--- config.mk ---
export PLATFORM = sky130hd
export DESIGN_NAME = ram_sdp_clr
export DESIGN_NICKNAME = d
export VERILOG_FILES = /design/src/rtl/ram_sdp_clr.sv
export SDC_FILE = /design/constraint.sdc
export NUM_CORES = 1
export LEC_CHECK = 0
export ABC_AREA = 0
export CAP_MARGIN = 20
export CORE_MARGIN = 5
export CORE_UTILIZATION = 55
export CTS_CLUSTER_SIZE = 10
export DETAILED_ROUTE_END_ITERATION = 7
export HOLD_SLACK_MARGIN = 0.02
export PLACE_DENSITY = 0.74
export SETUP_SLACK_MARGIN = 0.3
export SLEW_MARGIN = 5
export SYNTH_ARGS = -nofsm -noshare
export SYNTH_HDL_FRONTEND = slang
export SYNTH_SLANG_ARGS = --single-unit
export TNS_END_PERCENT = 100
--- constraint.sdc ---
create_clock -name clock -period 3.2 [get_ports clock]
set_input_delay 0.32 -clock clock [delete_from_list [all_inputs] [get_ports clock]]
set_output_delay 0.32 -clock clock [all_outputs]
set_load 0.01 [all_outputs]
--- src/rtl/ram_sdp_clr.sv ---
// ram_sdp_clr: simple-dual-port RAM with one write port and one read port,
// a registered read with a valid strobe, and a hardware clear engine that
// sweeps every entry to CLEAR_VALUE while reporting busy / clear_done.
//
// Optional build macro: RAM_SDP_CLR_PARITY_EN
//   Adds an even-parity bit to every entry, a parity_err read flag and an
//   inj_err write-side fault injection input.
module ram_sdp_clr #(
  parameter int               WIDTH       = 8,
  parameter int               ADDR_W      = 6,
  parameter logic [WIDTH-1:0] CLEAR_VALUE = '0
) (
  input  logic              clock,
  input  logic              reset,
  input  logic              wr_en,
  input  logic [ADDR_W-1:0] wr_addr,
  input  logic [WIDTH-1:0]  wr_data,
  input  logic              rd_en,
  input  logic [ADDR_W-1:0] rd_addr,
  output logic [WIDTH-1:0]  rd_data,
  output logic              rd_valid,
  input  logic              clear,
  output logic              busy,
  output logic              clear_done
`ifdef RAM_SDP_CLR_PARITY_EN
  ,
  output logic              parity_err,
  input  logic              inj_err
`endif
);

  localparam int DEPTH = 2 ** ADDR_W;

`ifdef RAM_SDP_CLR_PARITY_EN
  // Data in the low WIDTH bits, even parity in the top bit.
  localparam int MW = WIDTH + 1;
`else
  localparam int MW = WIDTH;
`endif

  localparam logic [ADDR_W-1:0] LAST_ADDR = ADDR_W'(DEPTH - 1);

  typedef enum logic {
    IDLE  = 1'b0,
    SWEEP = 1'b1
  } state_t;

  // Storage: never reset, only written through the single write port.
  logic [MW-1:0] mem [DEPTH];

  state_t            state_q,      state_d;
  logic [ADDR_W-1:0] cnt_q,        cnt_d;
  logic [WIDTH-1:0]  rd_data_q,    rd_data_d;
  logic              rd_valid_q,   rd_valid_d;
  logic              clear_done_q, clear_done_d;
`ifdef RAM_SDP_CLR_PARITY_EN
  logic              parity_err_q, parity_err_d;
`endif

  // Array port signals after arbitration between the sweep and user traffic.
  logic              mem_we;
  logic [ADDR_W-1:0] mem_waddr;
  logic [MW-1:0]     mem_wdata;
  logic [MW-1:0]     mem_rword;

  // User traffic is accepted only when idle and no clear is being requested;
  // a clear request in the same cycle wins and the access is dropped.
  logic user_ok;
  assign user_ok = (state_q == IDLE) && !clear;

  // Asynchronous array read of the current address; sampled into rd_data_q
  // at the edge, which gives read-first behaviour against a same-cycle write.
  always_comb begin
    mem_rword = mem[rd_addr];
  end

  // Clear engine: IDLE accepts a request, SWEEP walks cnt over every entry.
  always_comb begin
    state_d      = state_q;
    cnt_d        = cnt_q;
    clear_done_d = 1'b0;
    unique case (state_q)
      IDLE: begin
        if (clear) begin
          state_d = SWEEP;
          cnt_d   = '0;
        end
      end
      SWEEP: begin
        if (cnt_q == LAST_ADDR) begin
          state_d      = IDLE;
          cnt_d        = '0;
          clear_done_d = 1'b1;
        end else begin
          cnt_d = cnt_q + 1'b1;
        end
      end
      default: begin
        state_d = IDLE;
        cnt_d   = '0;
      end
    endcase
  end

  // Write-port arbitration: the sweep owns the port while busy.
  always_comb begin
    mem_we    = 1'b0;
    mem_waddr = wr_addr;
`ifdef RAM_SDP_CLR_PARITY_EN
    mem_wdata = {(^wr_data) ^ inj_err, wr_data};
`else
    mem_wdata = wr_data;
`endif
    if (state_q == SWEEP) begin
      mem_we    = 1'b1;
      mem_waddr = cnt_q;
`ifdef RAM_SDP_CLR_PARITY_EN
      mem_wdata = {^CLEAR_VALUE, CLEAR_VALUE};
`else
      mem_wdata = CLEAR_VALUE;
`endif
    end else if (user_ok && wr_en) begin
      mem_we = 1'b1;
    end
  end

  // Read-side next state: capture on an accepted read, otherwise hold data.
  always_comb begin
    rd_data_d  = rd_data_q;
    rd_valid_d = 1'b0;
`ifdef RAM_SDP_CLR_PARITY_EN
    parity_err_d = 1'b0;
`endif
    if (user_ok && rd_en) begin
      rd_data_d  = mem_rword[WIDTH-1:0];
      rd_valid_d = 1'b1;
`ifdef RAM_SDP_CLR_PARITY_EN
      parity_err_d = mem_rword[WIDTH] ^ (^mem_rword[WIDTH-1:0]);
`endif
    end
  end

  // Array write; reset suppresses the write so an aborted sweep stops cleanly.
  always_ff @(posedge clock) begin
    if (!reset && mem_we) begin
      mem[mem_waddr] <= mem_wdata;
    end
  end

  // Control and read registers with synchronous reset.
  always_ff @(posedge clock) begin
    if (reset) begin
      state_q      <= IDLE;
      cnt_q        <= '0;
      rd_data_q    <= '0;
      rd_valid_q   <= 1'b0;
      clear_done_q <= 1'b0;
`ifdef RAM_SDP_CLR_PARITY_EN
      parity_err_q <= 1'b0;
`endif
    end else begin
      state_q      <= state_d;
      cnt_q        <= cnt_d;
      rd_data_q    <= rd_data_d;
      rd_valid_q   <= rd_valid_d;
      clear_done_q <= clear_done_d;
`ifdef RAM_SDP_CLR_PARITY_EN
      parity_err_q <= parity_err_d;
`endif
    end
  end

  assign rd_data    = rd_data_q;
  assign rd_valid   = rd_valid_q;
  assign busy       = (state_q == SWEEP);
  assign clear_done = clear_done_q;
`ifdef RAM_SDP_CLR_PARITY_EN
  assign parity_err = parity_err_q;
`endif

endmodule

# --- Yosys cells after proc, flatten, opt, wreduce, memory -nomap -nowiden ---
# Memory sizes are Yosys's and may differ from the RTL's. A register that Yosys moved wholly into a read port is not among the register bits.
# Index checks and enable logic that the tools add are counted.
word_totals:
  mem_count: 1
  wordCells: 30
  inputBits: 25
  ram_bits: 512
  output_inout_bits: 11
  reg_bits: 9
classes:
  n_addsub: 1
  n_reduce_logical: 7
  n_mux: 14
  n_bitwise: 1
  n_eq_ne: 2
memory_table:
  columns: ["memory", "words", "width", "rd", "rd_clocked_by_memory_dff", "wr", "line_no", "rtl"]
  rows:
  - ["mem", 64, 8, 1, 1, 1, "49", "logic [MW-1:0] mem [DEPTH];"]
ops:
  columns: ["operator", "count"]
  rows:
  - ["$mux 6", 3]
  - ["$pmux 6 s2", 1]
  - ["$mux 1", 8]
  - ["$mux 8", 1]
  - ["$add 6x1->6 const B", 1]
  - ["$eq 6x6->1 const B", 1]
  - ["$logic_and 1x1->1", 4]
  - ["$logic_not 1->1", 2]
  - ["$ne 2x2->1 const B", 1]
  - ["$pmux 1 s2", 1]
  - ["$reduce_or 2->1", 1]
  - ["$not 1->1", 1]

# --- Logic depth before layout (Yosys ltp) ---
# Gate-level depths: netlist (run 1).
depth:
  word_depth: 8
  ltp_mapped: 9
  depth_no_buf: 6

# --- Least setup slack after synthesis (run 1) ---
# No wires, ideal clock.
synth_timing:
  path_type: "register -> register"
  start: "reg state_q (netlist: busy)"
  end: "mem mem[0][2] (netlist name) (data pin)"
  synth_period_minus_slack_ns: 3.232
  setup_slack_ns: -0.032
  arrival_time_ns: 2.717
  stages_incl_launch_ff: 6
  path_buffers: 4
  cell_sequence: "dfxtp_1 clkbuf_1 clkbuf_1 clkbuf_1 buf_1 nor2b_1"
synth_between:
  elab_chain_len: 1
synth_rtl:
  columns: ["element", "line_no", "rtl"]
  rows:
  - ["from (decl)", "51", "state_t state_q, state_d;"]
  - ["from (signal assigned)", "162", "state_q <= state_d;"]
  - ["$mux 8", "114", "if (state_q == SWEEP) begin"]
  - ["named net mem_wdata[2]", "63", "logic [MW-1:0] mem_wdata;"]
  - ["to (decl)", "49", null]
# The timed path passes the listed nets, and every way through them passes these cells.

# --- Worst setup path in the final report (run 1) ---
layout_timing:
  start: "reg state_q (netlist: busy)"
  end: "reg rd_data_q[5] (netlist: rd_data[5]) (read register of mem)"
layout_between:
  elab_chain_len: 3
layout_rtl:
  columns: ["element", "line_no", "rtl"]
  rows:
  - ["$not 1->1", null, null]
  - ["$logic_and 1x1->1", "69", "assign user_ok = (state_q == IDLE) && !clear;"]
  - ["$logic_and 1x1->1", "134", "if (user_ok && rd_en) begin"]
  - ["to (decl)", "53", "logic [WIDTH-1:0] rd_data_q, rd_data_d;"]
# No other way between the ends.
# A chain may end at the register's enable or synchronous reset.

==> impl_metrics.yaml, run 1 <==
place:
  place.gp.congestion: 0.831
  placed_area_sq_um: 22400
  pre_cts_ws_ns: 0.132
  placed_cells: 1584
  port-buffer-count: 35
  dp_hpwl_um: 28500
yosys:
  syn_nets: 1013
  synth_area_leaders: "edfxtp_1 74%, mux4_2 15%, dfxtp_1 1.6%"
  synthXorXnorAreaFrac: 0
  seq_area_frac_synth: 0.756
  synth-adder-area-share: 0.000602
  ys.flop_type: "edfxtp_1"
  synth_edf_count: 512
  syn_area_per_cell_sq_um: 21.1
  netlist_instances: 987
  synth_top_area_share: 0.740
  synth_compound_area_frac: 0.0224
  synth_top_family_by_area: "multiplexers"
  synth.distinct_cells: 46
  synth-async-reset-ratio: 0
  synthesis.area_sq_um: 20800
  synth-simple-area-share: 0.0376
  muxShareOfSynthArea: 0.166
  ys_ff_latch: 529
  yosysTopAreaCell: "edfxtp_1"
  yosysWarnings: 0
pwr:
  switching_share: 0.207
  pwr-share-seq: 0.528
  p_switching_mw: 3.01
  p_per_area_nw_per_um2: 604
  power.total_mw: 14.5
  ir_worst_vdd_mv: 0.409
  power.share.clock: 0.418
  p_comb_frac: 0.054
  p_int_mw: 11.5
  power_leakage_nw: 7.75
cells_and_area:
  n_antenna_cell: 0
  syn_to_final_growth_pct: 15.8
  stdcell_area_sq_um: 24100
  finalNetCount: 1160
  drive_above_1_share: 0.275
  layout_commonest_cell: "edfxtp_1"
  fin_cells: 1684
  layout_common_cells: "512 x edfxtp_1, 142 x mux4_2, 91 x buf_4, 84 x nor2_1, 60 x clkbuf_16"
route:
  routed-via-count: 10386
  drtIter0Drc: 1048
  drt-wirelength-per-cell_um: 27.3
  routed_via_density: 6.17
  dr.pass1.iters: 6
  ant_nets: 0
  routed_wl_um: 45900
  drc: 0
critical_path:
  crit_fanout: 33
  critPathMaxStageDelay_ns: 0.95
  endpoint_kind: "flip-flop"
  worstPathCellList: "nor2_1, a21oi_1, a2111oi_0, o221ai_1"
  cp.arrival_ns: 3.11
  cp.required_ns: 3.63
  start_kind: "flip-flop"
  critPathKind: "flip-flop to flip-flop"
  crit_slowest_cell: "a2111oi_0"
global_route:
  grt_pass1_vias: 10525
  grt_pass1_wl_um: 68500
  grt_max_degree: 65
  antenna_found_initial: 1
  grt_overflow: 0
  track_usage: 0.225
sta:
  drv_slew: 0
  fin_tns_setup_ns: 0
  tightest_slew_ns: 0.942
  post-route-worst-setup-slack_ns: 0.516
  final_hold_viol_count: 0
  finalWorstPathRequiredPeriod_ns: 2.68
  fin_crit_sh: 0.839
  setup_viol: 0
  max_slew_margin: 0.355
  rsz0062_at_grt: "false"
  clock-skew-final_ns: 0.0188
  max_freq_mhz: 373
cts:
  cts_root_buffer: "clkbuf_16"
  cts_buffer_depth: 3
  postCtsHoldBufs: 0
  cts_made_buffers: 59
  cts_max_level: 2
  post_cts_buffers: 0
  cts.clk_slew.worst_paths_ns: 0.06
  cts_tree: "built"
  insertion_delay_ns: 0.61
  cts_resized: 0
  clock-sinks: 529
hold_path:
  hold_path.class: "input port to flip-flop"
run:
  max_cap_violations: 0
die:
  initial_core_util: 0.554
  die_x_um: 204
  die_area_sq_um: 41800
  die_h_um: 204
  ios: 36
  rows: 71
  design.core.area_sq_um: 37500
run_status:
  status: "completed"
## synth_stat cells, types with 9 or more instances
master     count
inv_1         15
a2111oi_0      9
nand2_1       18
mux4_2       142
buf_1          9
edfxtp_1     512
mux2i_1       24
nor2b_1       32
buf_2         15
nor2_1        84
dfxtp_1       17
a21oi_1       16
## registers in the layout (all words and copies together), names as in the netlist
signal      flops
busy            1
clear_done      1
cnt_q           6
mem           512
rd_data         8
rd_valid        1
## metal layers
metal	share of wire	global-route usage	wire, um	vias to the layer above
met2	0.49	0.353	22400	501
met5	0.00028	0	13	-
met1	0.40	0.324	18300	5417
li1	-	-	-	4380
met3	0.088	0.0478	4020	86
met4	0.026	0.0689	1210	2
## power groups by stage
stage / clock [mW] / sequential, mW / combinational [mW]
after global placement: 0 / 7.82 / 0.769
after detailed placement: 0 / 7.82 / 0.786
after global routing: 6.48 / 7.68 / 0.834
final: 6.07 / 7.68 / 0.785
after floorplan: 0 / 7.82 / 0.470
after CTS: 6.15 / 7.68 / 0.789
## path summary, 6_finish.rpt
path / slack, ns / depth (start not counted) / from / to
setup / recovery: 0.52 / 4 / busy / rd_data[5]
hold / removal: 0.48 / 4 / rd_addr[3] / rd_data[3]
setup reg to reg: 0.52 / 4 / busy / rd_data[5]
hold reg to reg: 0.54 / 2 / cnt_q[4] / cnt_q[4]
## through the flow
| stage | hold slack [ns] | util |
|---|---|---|
| finish | 0.475 | 0.642 |
| global placement | 0.505 | 0.596 |
| global route | 0.463 | 0.642 |
| detailed placement | 0.521 | 0.596 |
| floorplan | 0.431 | - |
| CTS | 0.438 | 0.642 |
## final cells by class
type                       count  area, sq um
multi-input combinational    396         4770
tap                          511          639
fill                        2541        13400
clock inverter                 3         55.1
clock buffer                  97         1650
inverter                      15         56.3
sequential                   529        15700
timing repair buffer         133         1170
## kinds of logic after synthesis
| kind of cell | after synthesis |
|---|---|
| compound gates | 65 |
| buf+inv | 62 |
| mux | 167 |
| flops | 529 |
| fa+ha+maj | 1 |
| simple gates | 163 |
## critical path, delay by kind of cell (launching register included)
kind	cells	cell delay (ns)
AO/OA/AOI/OAI	3	1.59
flip-flops	1	0.49
AND/OR/NAND/NOR	1	0.44
(Power assumes the default switching activity.)
==> run 2, diff against run 1 <==
--- a/config.mk
+++ b/config.mk
@@ -12,7 +12,7 @@
 export CTS_CLUSTER_SIZE = 10
 export DETAILED_ROUTE_END_ITERATION = 7
 export HOLD_SLACK_MARGIN = 0.02
-export PLACE_DENSITY = 0.74
+export PLACE_DENSITY = 0.72
 export SETUP_SLACK_MARGIN = 0.3
 export SLEW_MARGIN = 5
 export SYNTH_ARGS = -nofsm -noshare
==> constraint.sdc (replaced) <==
create_clock -name clock -period 2.8 [get_ports clock]
set_input_delay 0.28 -clock clock [delete_from_list [all_inputs] [get_ports clock]]
set_output_delay 0.28 -clock clock [all_outputs]
set_load 0.01 [all_outputs]
==> impl_metrics.yaml, run 2 (synthesis results as in run 1) <==
sta:
  setup_viol: 0
  max_slew_margin: 0.508
  fin_tns_setup_ns: 0
  worst_hold_slack_ns: 0.514
  post-route-worst-setup-slack_ns: 0.437
  rsz0062_at_grt: "false"
  finalWorstPathRequiredPeriod_ns: 2.36
  clock-skew-final_ns: 0.0137
  max_freq_mhz: 423
  final_hold_viol_count: 0
  drv_slew: 0
  fin_crit_sh: 0.844
  tightest_slew_ns: 0.738
global_route:
  grt_pass1_vias: 10446
  grt_pass1_wl_um: 67300
  grt_overflow: 0
  grt_max_degree: 65
  antenna_found_initial: 0
  track_usage: 0.220
place:
  placed_area_sq_um: 22500
  place.gp.congestion: 0.830
  pre_cts_ws_ns: 0.0945
  port-buffer-count: 35
  dp_hpwl_um: 28600
critical_path:
  start_kind: "flip-flop"
  endpoint_kind: "flip-flop"
  cp.required_ns: 3.08
  crit_fanout: 21
  critPathKind: "flip-flop to flip-flop"
  cp.arrival_ns: 2.64
cells_and_area:
  layout_commonest_cell: "edfxtp_1"
  drive_above_1_share: 0.274
  stdcell_area_sq_um: 24200
  largest_register_ff_count: 512
  finalNetCount: 1165
  fillers: 2525
  final_util: 0.645
  syn_to_final_growth_pct: 16.4
  layout_common_cells: "512 x edfxtp_1, 142 x mux4_2, 90 x buf_4, 84 x nor2_1, 61 x clkbuf_16"
  n_antenna_cell: 0
  largest-register: "mem"
die:
  ios: 36
  die_area_sq_um: 41800
  die_x_um: 204
  rows: 71
  initial_core_util: 0.554
  design.core.area_sq_um: 37500
  die_h_um: 204
cts:
  cts_made_buffers: 59
  cts_tree: "built"
  cts_buffer_depth: 3
  cts.clk_slew.worst_paths_ns: 0.06
  post_cts_buffers: 0
  insertion_delay_ns: 0.58
  cts_root_buffer: "clkbuf_16"
  cts_max_level: 2
  clock-sinks: 529
route:
  drc: 0
  routed-via-count: 10250
  drtIter0Drc: 1053
  routed_wl_um: 45000
  routed_via_density: 6.03
  drt-wirelength-per-cell_um: 26.5
  ant_nets: 0
  dr.pass1.iters: 5
pwr:
  ir_worst_vdd_mv: 0.479
  p_per_area_nw_per_um2: 684
  power_leakage_nw: 7.80
run:
  max_cap_violations: 0
run_status:
  status: "completed"
hold_path:
  hold_path.class: "input port to flip-flop"
## run 2: what timing repair did
item                       CTS  global route
gates resized for setup      0             1
hold buffers                 0             0
setup endpoints to repair    0           188
## run 2: layout make-up
cell class / count / area (sq um) / area share
sequential: 529 / 15700 / 0.650
multi-input combinational: 396 / 4770 / 0.197
clock buffer: 109 / 1710 / 0.0706
timing repair buffer: 138 / 1290 / 0.0532
tap: 511 / 639 / 0.0264
inverter: 15 / 56.3 / 0.00233
clock inverter: 1 / 8.76 / 0.000362
## run 2: path summary, 6_finish.rpt
path	start	endpoint	slack, ns	cells past startpoint
worst max register to register	busy	mem[28][6]	0.44	6
worst min register to register	cnt_q[4]	cnt_q[4]	0.54	2
worst max-delay path	busy	mem[28][6]	0.44	6
worst min-delay path	wr_data[5]	mem[56][5]	0.51	2
## run 2: power by group
group | switching, mW | internal [mW] | total (mW)
logic | 0.538 | 0.377 | 0.915
registers | 0.0225 | 8.75 | 8.77
clock network | 2.80 | 4.05 | 6.85
## run 2: stage by stage
stage	power, mW	instances
floorplan	9.47	987
global placement	9.84	1589
detailed placement	9.86	1589
CTS	16.7	1699
global route	17.1	1699
finish	16.5	1699
## run 2: critical path, cell delays in order, from the launching register on
cell and delay (ns):
dfxtp_4 0.52, buf_4 0.29, a22oi_1 0.12, nor2_1 0.22, nand2_1 0.40, nor2_1 0.30, buf_4 0.21
## run 2: per-layer routing
metal	share of wire	track usage	wire length, um	vias up
li1	-	-	-	4413
met1	0.39	0.315	17700	5295
met2	0.49	0.351	22100	468
met3	0.087	0.0460	3920	74
met4	0.029	0.0646	1300	0
met5	0	0	0	-
==> run 3, diff against run 2 <==
==> constraint.sdc (replaced) <==
create_clock -name clock -period 2.45 [get_ports clock]
set_input_delay 0.245 -clock clock [delete_from_list [all_inputs] [get_ports clock]]
set_output_delay 0.245 -clock clock [all_outputs]
set_load 0.01 [all_outputs]
==> impl_metrics.yaml, run 3 (synthesis results as in run 1) <==
critical_path:
  worstPathCellList: "mux4_2, mux4_2, a21oi_1, o221ai_1"
  cp.arrival_ns: 2.50
  start_kind: "flip-flop"
  crit_fanout: 1
  critPathMaxStageDelay_ns: 0.52
  endpoint_kind: "flip-flop"
  crit_top_cell: "mux4_2"
  crit_slowest_cell: "mux4_2"
  critPathKind: "flip-flop to flip-flop"
  cp.required_ns: 2.89
cells_and_area:
  fin_cells: 1713
  largest-register: "mem"
  syn_to_final_growth_pct: 17.3
  n_antenna_cell: 0
  stdcell_area_sq_um: 24400
  layout_commonest_cell: "edfxtp_1"
  finalNetCount: 1188
  fillers: 2500
  largest_register_ff_count: 512
  drive_above_1_share: 0.299
  layout_common_cells: "512 x edfxtp_1, 142 x mux4_2, 113 x buf_4, 77 x nor2_1, 60 x clkbuf_16"
cts:
  clock-sinks: 529
  cts_buffer_depth: 3
  cts_tree: "built"
  cts_max_level: 2
  postCtsHoldBufs: 0
  insertion_delay_ns: 0.59
  cts_made_buffers: 59
  cts_root_buffer: "clkbuf_16"
  cts.clk_slew.worst_paths_ns: 0.05
die:
  ios: 36
  rows: 71
  die_area_sq_um: 41800
  design.core.area_sq_um: 37500
  initial_core_util: 0.554
  die_h_um: 204
  die_x_um: 204
pwr:
  p_switching_mw: 3.86
  power.share.clock: 0.410
  ir_worst_vdd_mv: 0.616
  p_int_mw: 15.0
  p_comb_frac: 0.057
  power.total_mw: 18.8
  switching_share: 0.205
  p_per_area_nw_per_um2: 772
  power_leakage_nw: 7.90
  pwr-share-seq: 0.533
route:
  drtIter0Drc: 921
  ant_nets: 0
  dr.pass1.iters: 6
  routed_via_density: 5.99
  drt-wirelength-per-cell_um: 26.2
  routed-via-count: 10258
  routed_wl_um: 44900
  drc: 0
run_status:
  status: "completed"
global_route:
  grt_max_degree: 65
  grt_overflow: 0
  grt_pass1_vias: 10484
  grt_pass1_wl_um: 67300
  antenna_found_initial: 1
  track_usage: 0.220
sta:
  rsz0062_at_grt: "false"
  clock-skew-final_ns: 0.0211
  finalWorstPathRequiredPeriod_ns: 2.06
  setup_viol: 0
  worst_hold_slack_ns: 0.412
  max_freq_mhz: 485
  fin_crit_sh: 0.841
  drv_slew: 0
  fin_tns_setup_ns: 0
  final_hold_viol_count: 0
  max_slew_margin: 0.396
  tightest_slew_ns: 0.904
place:
  place.gp.congestion: 0.813
  port-buffer-count: 35
  placed_cells: 1608
  dp_hpwl_um: 28600
  placed_area_sq_um: 22700
run:
  max_cap_violations: 0
hold_path:
  hold_path.class: "input port to flip-flop"
run 3: cell types whose count changed in the layout (fill, tap and decap cells not counted), sizes merged:
cell	previous run	this run
buf	105	128
clkbuf	110	98
inv	15	18
run 3: per-stage QoR:
stage                     utilization  setup WS (ns)
final                           0.650          0.389
after detailed placement        0.604        -0.0361
after global placement          0.604        -0.0565
after CTS                       0.650          0.311
after floorplan                     -         0.0704
after global routing            0.650          0.313
run 3: area by class of cell:
| class | count | area, sq um | share of cell area |
|---|---|---|---|
| flip-flops and latches | 529 | 15700 | 0.645 |
| multi-input cells | 396 | 4830 | 0.198 |
| clock buffers | 97 | 1640 | 0.0673 |
| repair buffers | 161 | 1460 | 0.0599 |
| well taps | 511 | 639 | 0.0262 |
| inverters | 15 | 56.3 | 0.00231 |
| clock inverters | 4 | 31.3 | 0.00128 |
run 3: per-layer routing:
layer	vias up	part of all wire	global-route usage
met4	2	0.023	0.0584
met1	5271	0.40	0.314
li1	4457	-	-
met5	-	0.00029	0
met2	441	0.50	0.358
met3	87	0.081	0.0400
run 3: repair_timing:
item / 4_1_cts / 5_1_grt
endpoints found under the setup margin: 53 / 37
resized for setup: 2 / 3
endpoints found under the hold margin: 0 / 0
cloned: 0 / 0
setup buffers: 2 / 2
pin swaps: 0 / 1
run 3: final timing paths:
path,start,to,slack (ns),cells after the start
max,mem[15][2],rd_data[2],0.39,4
min,reset,cnt_q[1],0.41,2
max reg2reg,mem[15][2],rd_data[2],0.39,4
min reg2reg,cnt_q[4],cnt_q[4],0.54,2
run 3: power by group through the flow:
| stage | registers [mW] | clock network, mW | logic, mW |
|---|---|---|---|
| after floorplan | 10.2 | 0 | 0.630 |
| after global placement | 10.2 | 0 | 1.06 |
| after detailed placement | 10.2 | 0 | 1.08 |
| after CTS | 10.0 | 7.85 | 1.09 |
| after global routing | 10.0 | 8.27 | 1.15 |
| final | 10.0 | 7.71 | 1.08 |
run 3: worst max-delay path: cells and delay by family, from the launching register on:
kind,cells,cell delay (ns)
compound gates,2,0.56
flops,1,0.36
mux,2,0.98
